## src/rtl/comparator_pkg.sv

```systemverilog
// Shared types and helpers for the digit-serial magnitude comparator.
package comparator_pkg;

  typedef enum logic [1:0] {
    IDLE = 2'd0,
    SCAN = 2'd1,
    DONE = 2'd2
  } state_e;

  typedef struct packed {
    logic eq;
    logic gt;
    logic lt;
  } result_t;

  localparam result_t RES_NONE = 3'b000;
  localparam result_t RES_EQ   = 3'b100;
  localparam result_t RES_GT   = 3'b010;
  localparam result_t RES_LT   = 3'b001;

  function automatic int unsigned num_digits(input int unsigned width, input int unsigned digit);
    return width / digit;
  endfunction

  // Digit counter width: max(1, clog2(ndig)).
  function automatic int unsigned cnt_width(input int unsigned ndig);
    if (ndig <= 2) return 1;
    return $clog2(ndig);
  endfunction

endpackage

```

## src/rtl/comparator_ds_seq_if.sv

```systemverilog
// Operand/result handshake bundle for the digit-serial comparator.
interface comparator_ds_seq_if #(
  parameter int unsigned WIDTH = 32
);
  logic             in_valid;
  logic             in_ready;
  logic [WIDTH-1:0] a;
  logic [WIDTH-1:0] b;
  logic             signed_mode;
  logic             out_valid;
  logic             out_ready;
  logic             eq;
  logic             gt;
  logic             lt;
  logic             busy;

  modport master (
    output in_valid, a, b, signed_mode, out_ready,
    input  in_ready, out_valid, eq, gt, lt, busy
  );

  modport slave (
    input  in_valid, a, b, signed_mode, out_ready,
    output in_ready, out_valid, eq, gt, lt, busy
  );
endinterface

```

## src/rtl/comparator_ds_seq_cmp_digit.sv

```systemverilog
// One-digit magnitude compare: prefix-equality chain with MSB-priority greater.
module cmp_digit #(
  parameter int unsigned DIGIT = 8
) (
  input  logic [DIGIT-1:0] da,
  input  logic [DIGIT-1:0] db,
  output logic             d_eq,
  output logic             d_gt
);

  logic [DIGIT:0]   eq_pre;
  logic [DIGIT-1:0] gt_bit;

  // eq_pre[i+1] = all bits above i match; a bit may only decide gt under that prefix.
  always_comb begin
    eq_pre         = '0;
    gt_bit         = '0;
    eq_pre[DIGIT]  = 1'b1;
    for (int i = int'(DIGIT) - 1; i >= 0; i--) begin
      eq_pre[i] = eq_pre[i+1] & ~(da[i] ^ db[i]);
      gt_bit[i] = eq_pre[i+1] & da[i] & ~db[i];
    end
  end

  assign d_eq = eq_pre[0];
  assign d_gt = |gt_bit;

endmodule

```

## src/rtl/comparator_ds_seq.sv

```systemverilog
// Digit-serial magnitude comparator: latches operands, scans DIGIT bits per cycle MSB first.
module comparator_ds_seq
  import comparator_pkg::*;
#(
  parameter int unsigned WIDTH      = 32,
  parameter int unsigned DIGIT      = 8,
  parameter bit          EARLY_EXIT = 1'b1
) (
  input  logic                clk,
  input  logic                rst_n,
  comparator_ds_seq_if.slave  bus
);

  localparam int unsigned NDIG = num_digits(WIDTH, DIGIT);
  localparam int unsigned CW   = cnt_width(NDIG);

  if (WIDTH < 2 || (WIDTH % DIGIT) != 0) begin : g_param_check
    $error("comparator_ds_seq: WIDTH must be >= 2 and a multiple of DIGIT");
  end

  state_e           state_q, state_d;
  logic [WIDTH-1:0] a_q, a_d;
  logic [WIDTH-1:0] b_q, b_d;
  logic [CW-1:0]    cnt_q, cnt_d;
  result_t          res_q, res_d;
  logic             out_valid_q, out_valid_d;
  logic             busy_q, busy_d;

  logic d_eq, d_gt, d_lt;
  logic diff_seen;
  logic last_digit;

  // Operands are shifted left each SCAN cycle, so the current digit is always on top.
  cmp_digit #(.DIGIT(DIGIT)) u_digit (
    .da   (a_q[WIDTH-1 -: DIGIT]),
    .db   (b_q[WIDTH-1 -: DIGIT]),
    .d_eq (d_eq),
    .d_gt (d_gt)
  );

  assign d_lt       = ~d_eq & ~d_gt;
  assign diff_seen  = res_q.gt | res_q.lt;
  assign last_digit = (cnt_q == CW'(NDIG - 1));

  always_comb begin
    state_d     = state_q;
    a_d         = a_q;
    b_d         = b_q;
    cnt_d       = cnt_q;
    res_d       = res_q;
    out_valid_d = out_valid_q;
    busy_d      = busy_q;
    unique case (state_q)
      IDLE: begin
        if (bus.in_valid) begin
          // Signed mode flips the sign bit so an unsigned scan orders two's-complement values.
          a_d     = {bus.a[WIDTH-1] ^ bus.signed_mode, bus.a[WIDTH-2:0]};
          b_d     = {bus.b[WIDTH-1] ^ bus.signed_mode, bus.b[WIDTH-2:0]};
          cnt_d   = '0;
          res_d   = RES_NONE;
          busy_d  = 1'b1;
          state_d = SCAN;
        end
      end
      SCAN: begin
        a_d   = a_q << DIGIT;
        b_d   = b_q << DIGIT;
        cnt_d = cnt_q + CW'(1);
        if (!diff_seen && !d_eq) begin
          res_d = '{eq: 1'b0, gt: d_gt, lt: d_lt};
        end
        if (last_digit || (EARLY_EXIT && !d_eq)) begin
          if (!diff_seen && d_eq) begin
            res_d = RES_EQ;
          end
          out_valid_d = 1'b1;
          state_d     = DONE;
        end
      end
      DONE: begin
        if (bus.out_ready) begin
          out_valid_d = 1'b0;
          busy_d      = 1'b0;
          state_d     = IDLE;
        end
      end
      default: begin
        out_valid_d = 1'b0;
        busy_d      = 1'b0;
        state_d     = IDLE;
      end
    endcase
  end

  always_ff @(posedge clk or negedge rst_n) begin
    if (!rst_n) begin
      state_q     <= IDLE;
      a_q         <= '0;
      b_q         <= '0;
      cnt_q       <= '0;
      res_q       <= RES_NONE;
      out_valid_q <= 1'b0;
      busy_q      <= 1'b0;
    end else begin
      state_q     <= state_d;
      a_q         <= a_d;
      b_q         <= b_d;
      cnt_q       <= cnt_d;
      res_q       <= res_d;
      out_valid_q <= out_valid_d;
      busy_q      <= busy_d;
    end
  end

  assign bus.in_ready  = (state_q == IDLE);
  assign bus.out_valid = out_valid_q;
  assign bus.busy      = busy_q;
  assign bus.eq        = res_q.eq;
  assign bus.gt        = res_q.gt;
  assign bus.lt        = res_q.lt;

endmodule

```

## src/flat_wrapper.sv

```systemverilog
// flat-port wrapper written by rule: the top's interface ports become plain ports
module comparator_ds_seq_flat import comparator_pkg::*;
#(
  parameter int unsigned WIDTH      = 32,
  parameter int unsigned DIGIT      = 8,
  parameter bit          EARLY_EXIT = 1'b1
)
  (clk, rst_n, bus_in_valid, bus_a, bus_b, bus_signed_mode, bus_out_ready, bus_in_ready, bus_out_valid, bus_eq, bus_gt, bus_lt, bus_busy);
  comparator_ds_seq_if #(.WIDTH(WIDTH)) bus_i ();
  input  logic clk;
  input  logic rst_n;
  input wire logic [$bits(bus_i.in_valid)-1:0] bus_in_valid;
  input wire logic [$bits(bus_i.a)-1:0] bus_a;
  input wire logic [$bits(bus_i.b)-1:0] bus_b;
  input wire logic [$bits(bus_i.signed_mode)-1:0] bus_signed_mode;
  input wire logic [$bits(bus_i.out_ready)-1:0] bus_out_ready;
  output wire logic [$bits(bus_i.in_ready)-1:0] bus_in_ready;
  output wire logic [$bits(bus_i.out_valid)-1:0] bus_out_valid;
  output wire logic [$bits(bus_i.eq)-1:0] bus_eq;
  output wire logic [$bits(bus_i.gt)-1:0] bus_gt;
  output wire logic [$bits(bus_i.lt)-1:0] bus_lt;
  output wire logic [$bits(bus_i.busy)-1:0] bus_busy;
  assign bus_i.in_valid = bus_in_valid;
  assign bus_i.a = bus_a;
  assign bus_i.b = bus_b;
  assign bus_i.signed_mode = bus_signed_mode;
  assign bus_i.out_ready = bus_out_ready;
  assign bus_in_ready = bus_i.in_ready;
  assign bus_out_valid = bus_i.out_valid;
  assign bus_eq = bus_i.eq;
  assign bus_gt = bus_i.gt;
  assign bus_lt = bus_i.lt;
  assign bus_busy = bus_i.busy;
  comparator_ds_seq #(.WIDTH(WIDTH), .DIGIT(DIGIT), .EARLY_EXIT(EARLY_EXIT)) u_core (.clk(clk), .rst_n(rst_n), .bus(bus_i));
endmodule
```

## config.mk

```make
export PLATFORM = sky130hd
export DESIGN_NAME = comparator_ds_seq_flat
export DESIGN_NICKNAME = d
export VERILOG_FILES = /design/src/rtl/comparator_pkg.sv /design/src/rtl/comparator_ds_seq_if.sv /design/src/rtl/comparator_ds_seq_cmp_digit.sv /design/src/rtl/comparator_ds_seq.sv /design/src/flat_wrapper.sv
export SDC_FILE = /design/constraint.sdc
export NUM_CORES = 1
export LEC_CHECK = 0
export ABC_CLOCK_PERIOD_IN_PS = 3200
export BUFFER_PORTS_ARGS = -buffer_cell sky130_fd_sc_hd__buf_4
export CAP_MARGIN = 15
export CELL_PAD_IN_SITES_DETAIL_PLACEMENT = 1
export CELL_PAD_IN_SITES_GLOBAL_PLACEMENT = 2
export CORE_ASPECT_RATIO = 0.5
export CORE_MARGIN = 2
export CORE_UTILIZATION = 36
export DETAILED_ROUTE_END_ITERATION = 10
export GPL_TIMING_DRIVEN = 0
export PLACE_DENSITY_LB_ADDON = 0.1
export SKIP_LAST_GASP = 1
export SLEW_MARGIN = 20
export SYNTH_ARGS = -nofsm -noshare
export SYNTH_HDL_FRONTEND = slang
export SYNTH_HIERARCHICAL = 1
export SYNTH_SLANG_ARGS = --single-unit
```

## constraint.sdc

```tcl
create_clock -name clk -period 3.2 [get_ports clk]
set_input_delay 0.32 -clock clk [delete_from_list [all_inputs] [get_ports clk]]
set_output_delay 0.32 -clock clk [all_outputs]
set_load 0.02 [all_outputs]
```

Yosys cells after proc, flatten, opt, wreduce, memory -nomap -nowiden:

Index checks and enable logic that the tools add are counted.

* register bits after elaboration: 73
* logic and storage cells: 102
* output and inout port bits: 6

* equality and inequality tests: 6
* reductions and logical operators: 12
* add/subtract/negate cells: 1
* bitwise operators: 54
* multiplexer cells: 20

Operator list (number)
* one-hot mux 32 bit (2 select lines): 2
* 2-to-1 mux 32 bit: 2
* bitwise AND 1 bit: 23
* NOT 1 bit: 20
* 2-to-1 mux 3 bit: 4
* bitwise XOR 1 bit: 10
* AND reduction 3 bit: 3
* 2-to-1 mux 2 bit: 4
* OR reduction 8 bit: 1
* one-hot mux 1 bit (3 select lines): 2
* one-hot mux 2 bit (3 select lines): 1
* one-hot mux 3 bit (2 select lines): 1
* == test 2 bit, second input constant: 2
* inequality test 2 bit, second input constant: 2
* one-hot mux 2 bit (2 select lines): 1
* 2-to-1 mux 1 bit: 3
* adder 2 x 1 -> 2 bit, second input constant: 1
* == test 2 x 1 -> 1 bit, second input constant: 1
* logical AND 1 bit: 2
* zero test 1 bit: 2
* zero test 2 bit: 1
* inequality test 2 x 1 -> 1 bit, second input constant: 1
* AND reduction 2 bit: 1
* nonzero test 2 bit: 1
* other kinds (2): 2

Depth between registers and ports, before layout:

* depth after elaboration: 17
* mapped depth: 9

Modules after synthesis:

The synthesis kept the hierarchy.

Modules (own cells, without submodules)
* comparator_ds_seq: area each 3120.5 µm², times used 1, cells an instance 293, sequential area each 1826.8 µm²
* cmp_digit: area each 202.7 µm², times used 1, cells an instance 27, sequential area each 0.0 µm²

Worst setup path after synthesis:

No wires, ideal clock.

* kind: register to register
* start point: reg u_core.b_q[25]
* end point: reg u_core.res_q, in the netlist u_core/bus.gt
* data arrival time: 1.857 ns
* stages on the path, launching flop included: 8
* data required time: 3.136 ns
* clock period less this slack: 1.921 ns
* slack: 1.279 ns
* library setup time: 0.064 ns
* buffers on the path: 0
* path through: dfrtp_1 nand2b_4 maj3_2 maj3_2 maj3_2 o21bai_2 nor4b_1 a21o_1

* longest elaborated chain between the ends: 10

Ends and longest elaborated chain
* start, declared: RTL line comparator_ds_seq.sv:23 `logic [WIDTH-1:0] b_q, b_d;`
* start signal, assigned: RTL line comparator_ds_seq.sv:99 `b_q <= '0;`
* start signal, assigned: RTL line comparator_ds_seq.sv:107 `b_q <= b_d;`
* bitwise XOR 1 bit: RTL line comparator_ds_seq_cmp_digit.sv:20 `eq_pre[i] = eq_pre[i+1] & ~(da[i] ^ db[i]);`
* NOT 1 bit: RTL line comparator_ds_seq_cmp_digit.sv:20
* bitwise AND 1 bit: RTL line comparator_ds_seq_cmp_digit.sv:20
* bitwise AND 1 bit (2 in series): RTL line comparator_ds_seq_cmp_digit.sv:21 `gt_bit[i] = eq_pre[i+1] & da[i] & ~db[i];`
* OR reduction 8 bit *: RTL line comparator_ds_seq_cmp_digit.sv:26 `assign d_gt = |gt_bit;`
* net u_core.d_gt: RTL line comparator_ds_seq.sv:29 `logic d_eq, d_gt, d_lt;`
* 2-to-1 mux 3 bit *: RTL line comparator_ds_seq.sv:69 `if (!diff_seen && !d_eq) begin`
* 2-to-1 mux 3 bit: RTL line comparator_ds_seq.sv:73 `if (!diff_seen && d_eq) begin`
* 2-to-1 mux 3 bit *: RTL line comparator_ds_seq.sv:72 `if (last_digit || (EARLY_EXIT && !d_eq)) begin`
* one-hot mux 3 bit (2 select lines) *: RTL line comparator_ds_seq.sv:53 `unique case (state_q)`
* end signal, assigned: RTL line comparator_ds_seq.sv:109 `res_q <= res_d;`
* end, declared: RTL line comparator_ds_seq.sv:25 `result_t res_q, res_d;`

Mark *: on every way through the listed nets, which the timed path passes. The rest lies on a longest branch.
A chain may end at the register's enable or synchronous reset.

Worst setup path in the final report:

* start point: reg u_core.b_q[31]
* end point: reg u_core.res_q, in the netlist u_core/bus.eq

* longest elaborated chain between the ends: 15

Ends and longest elaborated chain (RTL line)
* bitwise XOR 1 bit *: comparator_ds_seq_cmp_digit.sv:20
* NOT 1 bit *: comparator_ds_seq_cmp_digit.sv:20
* bitwise AND 1 bit * (7 in series): comparator_ds_seq_cmp_digit.sv:20
* net u_core.d_eq: comparator_ds_seq.sv:29
* zero test 1 bit: comparator_ds_seq.sv:69, comparator_ds_seq.sv:72
* logical AND 1 bit: comparator_ds_seq.sv:69
* 2-to-1 mux 3 bit: comparator_ds_seq.sv:69
* 2-to-1 mux 3 bit: comparator_ds_seq.sv:73
* 2-to-1 mux 3 bit *: comparator_ds_seq.sv:72
* one-hot mux 3 bit (2 select lines) *: comparator_ds_seq.sv:53

Marked as above.

==> impl_results.md <==
* Relative slew slack at 0.3746
* Area of the mapped netlist at 0.003323 mm^2
* Non-filler instance count after layout at 527
* Synth top area share at 0.5497
* Yosys cell types at 33
* Initial DRC Count at 125
* DRT antenna net count at 0
* LEAKAGE at about 2.0 nW
* CTS buffer count at 9
* I/O Pins at 75
* Slowest CP cell: or4_1
* Overflow after GRT at 0
* CP peak stage delay at 0.59 ns
* Internal reg-to-reg setup slack at 0.77 ns
* Critical path depth in cells at 7
* Clk_skew at 0.005085 ns
* CTS Sinks at 73
* EDFF count, synth at 0
* Overall routing resource usage at 0.2123
* Worst Path Required at ~3.4 ns
* DIE HEIGHT at 71.94 um
* CTS tree: done
* Ys async rst share at 1.000
* DP HPWL at 7331 um
* Layout cells sized above 1 at 0.2707
* Commonest cells after routing, fill and taps aside: buf_4 (79), dfrtp_1 (73), nand2_1 (55), a22oi_1 (45), o21ai_0 (33)
* Core area at 0.008828 mm^2
* Global-route wire length before repair at 16310 um
* Area leader, netlist: dfrtp_1
* Total Wirelength at 9890 um
* Via density at 5.307
* Synthesis-to-finish area growth at 28.84%
* # DRC at 0
* Fmax at 412.3 MHz
* Syn Nets at 391
* CP delay by family, top: simple AND/OR/NAND/NOR gates
* Post-CTS sizing at 0
* Synthesis Warnings at 6
* Worst-Margin Slew at approximately 0.94 ns
* Wire length per cell at 18.77 um
* Area contributors post-synth: dfrtp_1 (55%), a22oi_1 (10%), nand2_1 (6.2%), o21ai_0 (5.0%), a22o_1 (4.5%)
* Worst hold path class: in -> async
* Mean Syn Cell Area at 10.38 um^2
* Placed insts at a little over 500
* Clk_lat worst skew at 0.33 ns
* Initial antenna violation count at 0
* # hold bufs at CTS at 0
* Crit path max fanout at 5
* Chip Width at 139.9 um
* Clock transition at path regs at 0.06 ns
* RSZ-0062 raised after global routing: no
* Core Rows at 24
* Post-synthesis sequential area ratio at 0.5497
* Die area at ~0.010 mm^2
* Pwr Density at 948.6 mW/mm^2
* Yosys reg bits at 73
* Vias in the first global route at between 3000 and 4000
* Final net count at 476
* VDD IR max at 354.1 uV
* Placer Congestion at roughly 0.76
* Final slew viol count at 0
* Critical path origin: u_core/b_q[31]
* Fillers at 999
* Max-cap violations at 0
* Final setup fails at 0
* IO Port Bufs at 74
* Worst R2R Start: u_core/b_q[31]
* WP data arrival at about 2.6 ns
* Worst-case clock buffer depth at 2
* Minimum clock period at 2.425 ns
* Initial Utilization at 0.3764
* Most common cell after layout, fill and taps aside: buf_4
* Ant. Diodes at 0
* Initial DRT Pass Iterations at 4
* Crit share post-route at 0.7579
* Worst-path cell chain: inv_1, ha_1, nand3_1, or4_1, nor2_1, nand2_1, o41ai_1
* Number of H-tree levels at 3
* CP startpoint kind: flop
* Largest net degree at the start of global routing at 74
* Setup TNS at 0 ns
* Outcome: completed
* Cell count after synthesis at 320
* Synth Flop Type: dfrtp_1
* Post-CTS setup buffer count at 0
* Worst path bufs/invs at 1
* Reg-to-Reg End: u_core/bus.eq
* Clk root buf: clkbuf_16
* Via Count at 2797
* Crit path kind: reg -> reg
* Crit end category: flop
* Hold Vio Cnt, Final at 0
* R2r worst-path depth at 7
==> report_power, final <==
group          leakage [nW]  internal (mW)  switching, mW  total [mW]
Sequential            0.920           1.34          0.297        1.64
Combinational         0.945          0.664          0.883        1.55
Clock                 0.130          0.519          0.358       0.877
Total                  1.99           2.52           1.54        4.06
==> layout make-up <==
class                           count  area [um^2]  area share
Tap cell                          117        146.4     0.03419
Buffer                             25        165.2     0.03857
Inverter                            7        26.28    0.006137
Multi-Input combinational cell    215         1305      0.3048
Sequential cell                    73         1827      0.4267
Clock inverter                      4        20.02    0.004676
Clock buffer                       12        236.5     0.05523
Timing Repair Buffer               74        555.5      0.1297
==> synthesized netlist by cell type (all sizes together) (2+ instances only) <==
cell    count
a22o       17
a221oi      2
nand3       2
nor2        7
nand2      55
o21ai      52
a22oi      45
xor2        3
maj3        4
xnor2       5
inv         7
buf        17
nor2b       3
clkbuf      8
dfrtp      73
nand2b      5
o21bai      2
a21oi       3
ha          2
==> worst max path at each step <==
| stage | end | slack (ns) |
|---|---|---|
| floorplan | u_core/bus.gt | 1.28 |
| global placement | u_core/bus.eq | 0.96 |
| detailed placement | u_core/bus.eq | 0.82 |
| CTS | u_core/bus.eq | 0.74 |
| global route | u_core/bus.eq | 0.67 |
| finish | u_core/bus.eq | 0.77 |
==> per-layer routing <==
metal	vias to the layer above	global-route usage	routed length, um
met5	-	0	0
met4	0	0.05444	71
met3	8	0.05479	471
met2	60	0.3491	4557
met1	1413	0.2861	4789
li1	1316	-	-
==> sequential cells by signal (all words and copies together), names as in the netlist <==
register,flops
u_core/bus.eq,1
u_core/b_q,32
u_core/bus.gt,1
u_core/a_q,32
u_core/bus.out_valid,1
u_core/bus.lt,1
u_core/bus.busy,1
u_core/state_q,2
u_core/cnt_q,2
==> per-stage QoR <==
step                        util  hold slack [ns]  setup WS (ns)  power, mW  cell area (um^2)
after floorplan                -          0.02441          1.279      2.625              3323
after global placement    0.4559           0.4647         0.9611      3.112              4025
after detailed placement  0.4559           0.4640         0.8246      3.200              4025
after CTS                 0.4850           0.1715         0.7398      4.110              4282
after global routing      0.4850           0.1993         0.6672      4.383              4282
final                     0.4850           0.1284         0.7748      4.061              4282
==> worst register-to-register path, delay by kind of cell, from the launching register on <==
kind	cells	cell delay, ns
and+or+nand+nor	4	1.26
DFF	1	0.36
AOI/OAI and AO/OA	1	0.32
adders and majority gates	1	0.31
buffers and inverters	1	0.05
==> kinds of logic (layout without fill, tap and decap cells) <==
group / after synthesis / after routing / synth area share
flip-flops: 73 / 73 / 0.5497
AND/OR/NAND/NOR: 77 / 77 / 0.1020
buffers and inverters: 32 / 122 / 0.05761
AO/OA/AOI/OAI: 124 / 124 / 0.2489
adder cells (fa/ha/maj): 6 / 6 / 0.02071
XOR/XNOR: 8 / 8 / 0.02109
Power figures use the tool's default switching activity.
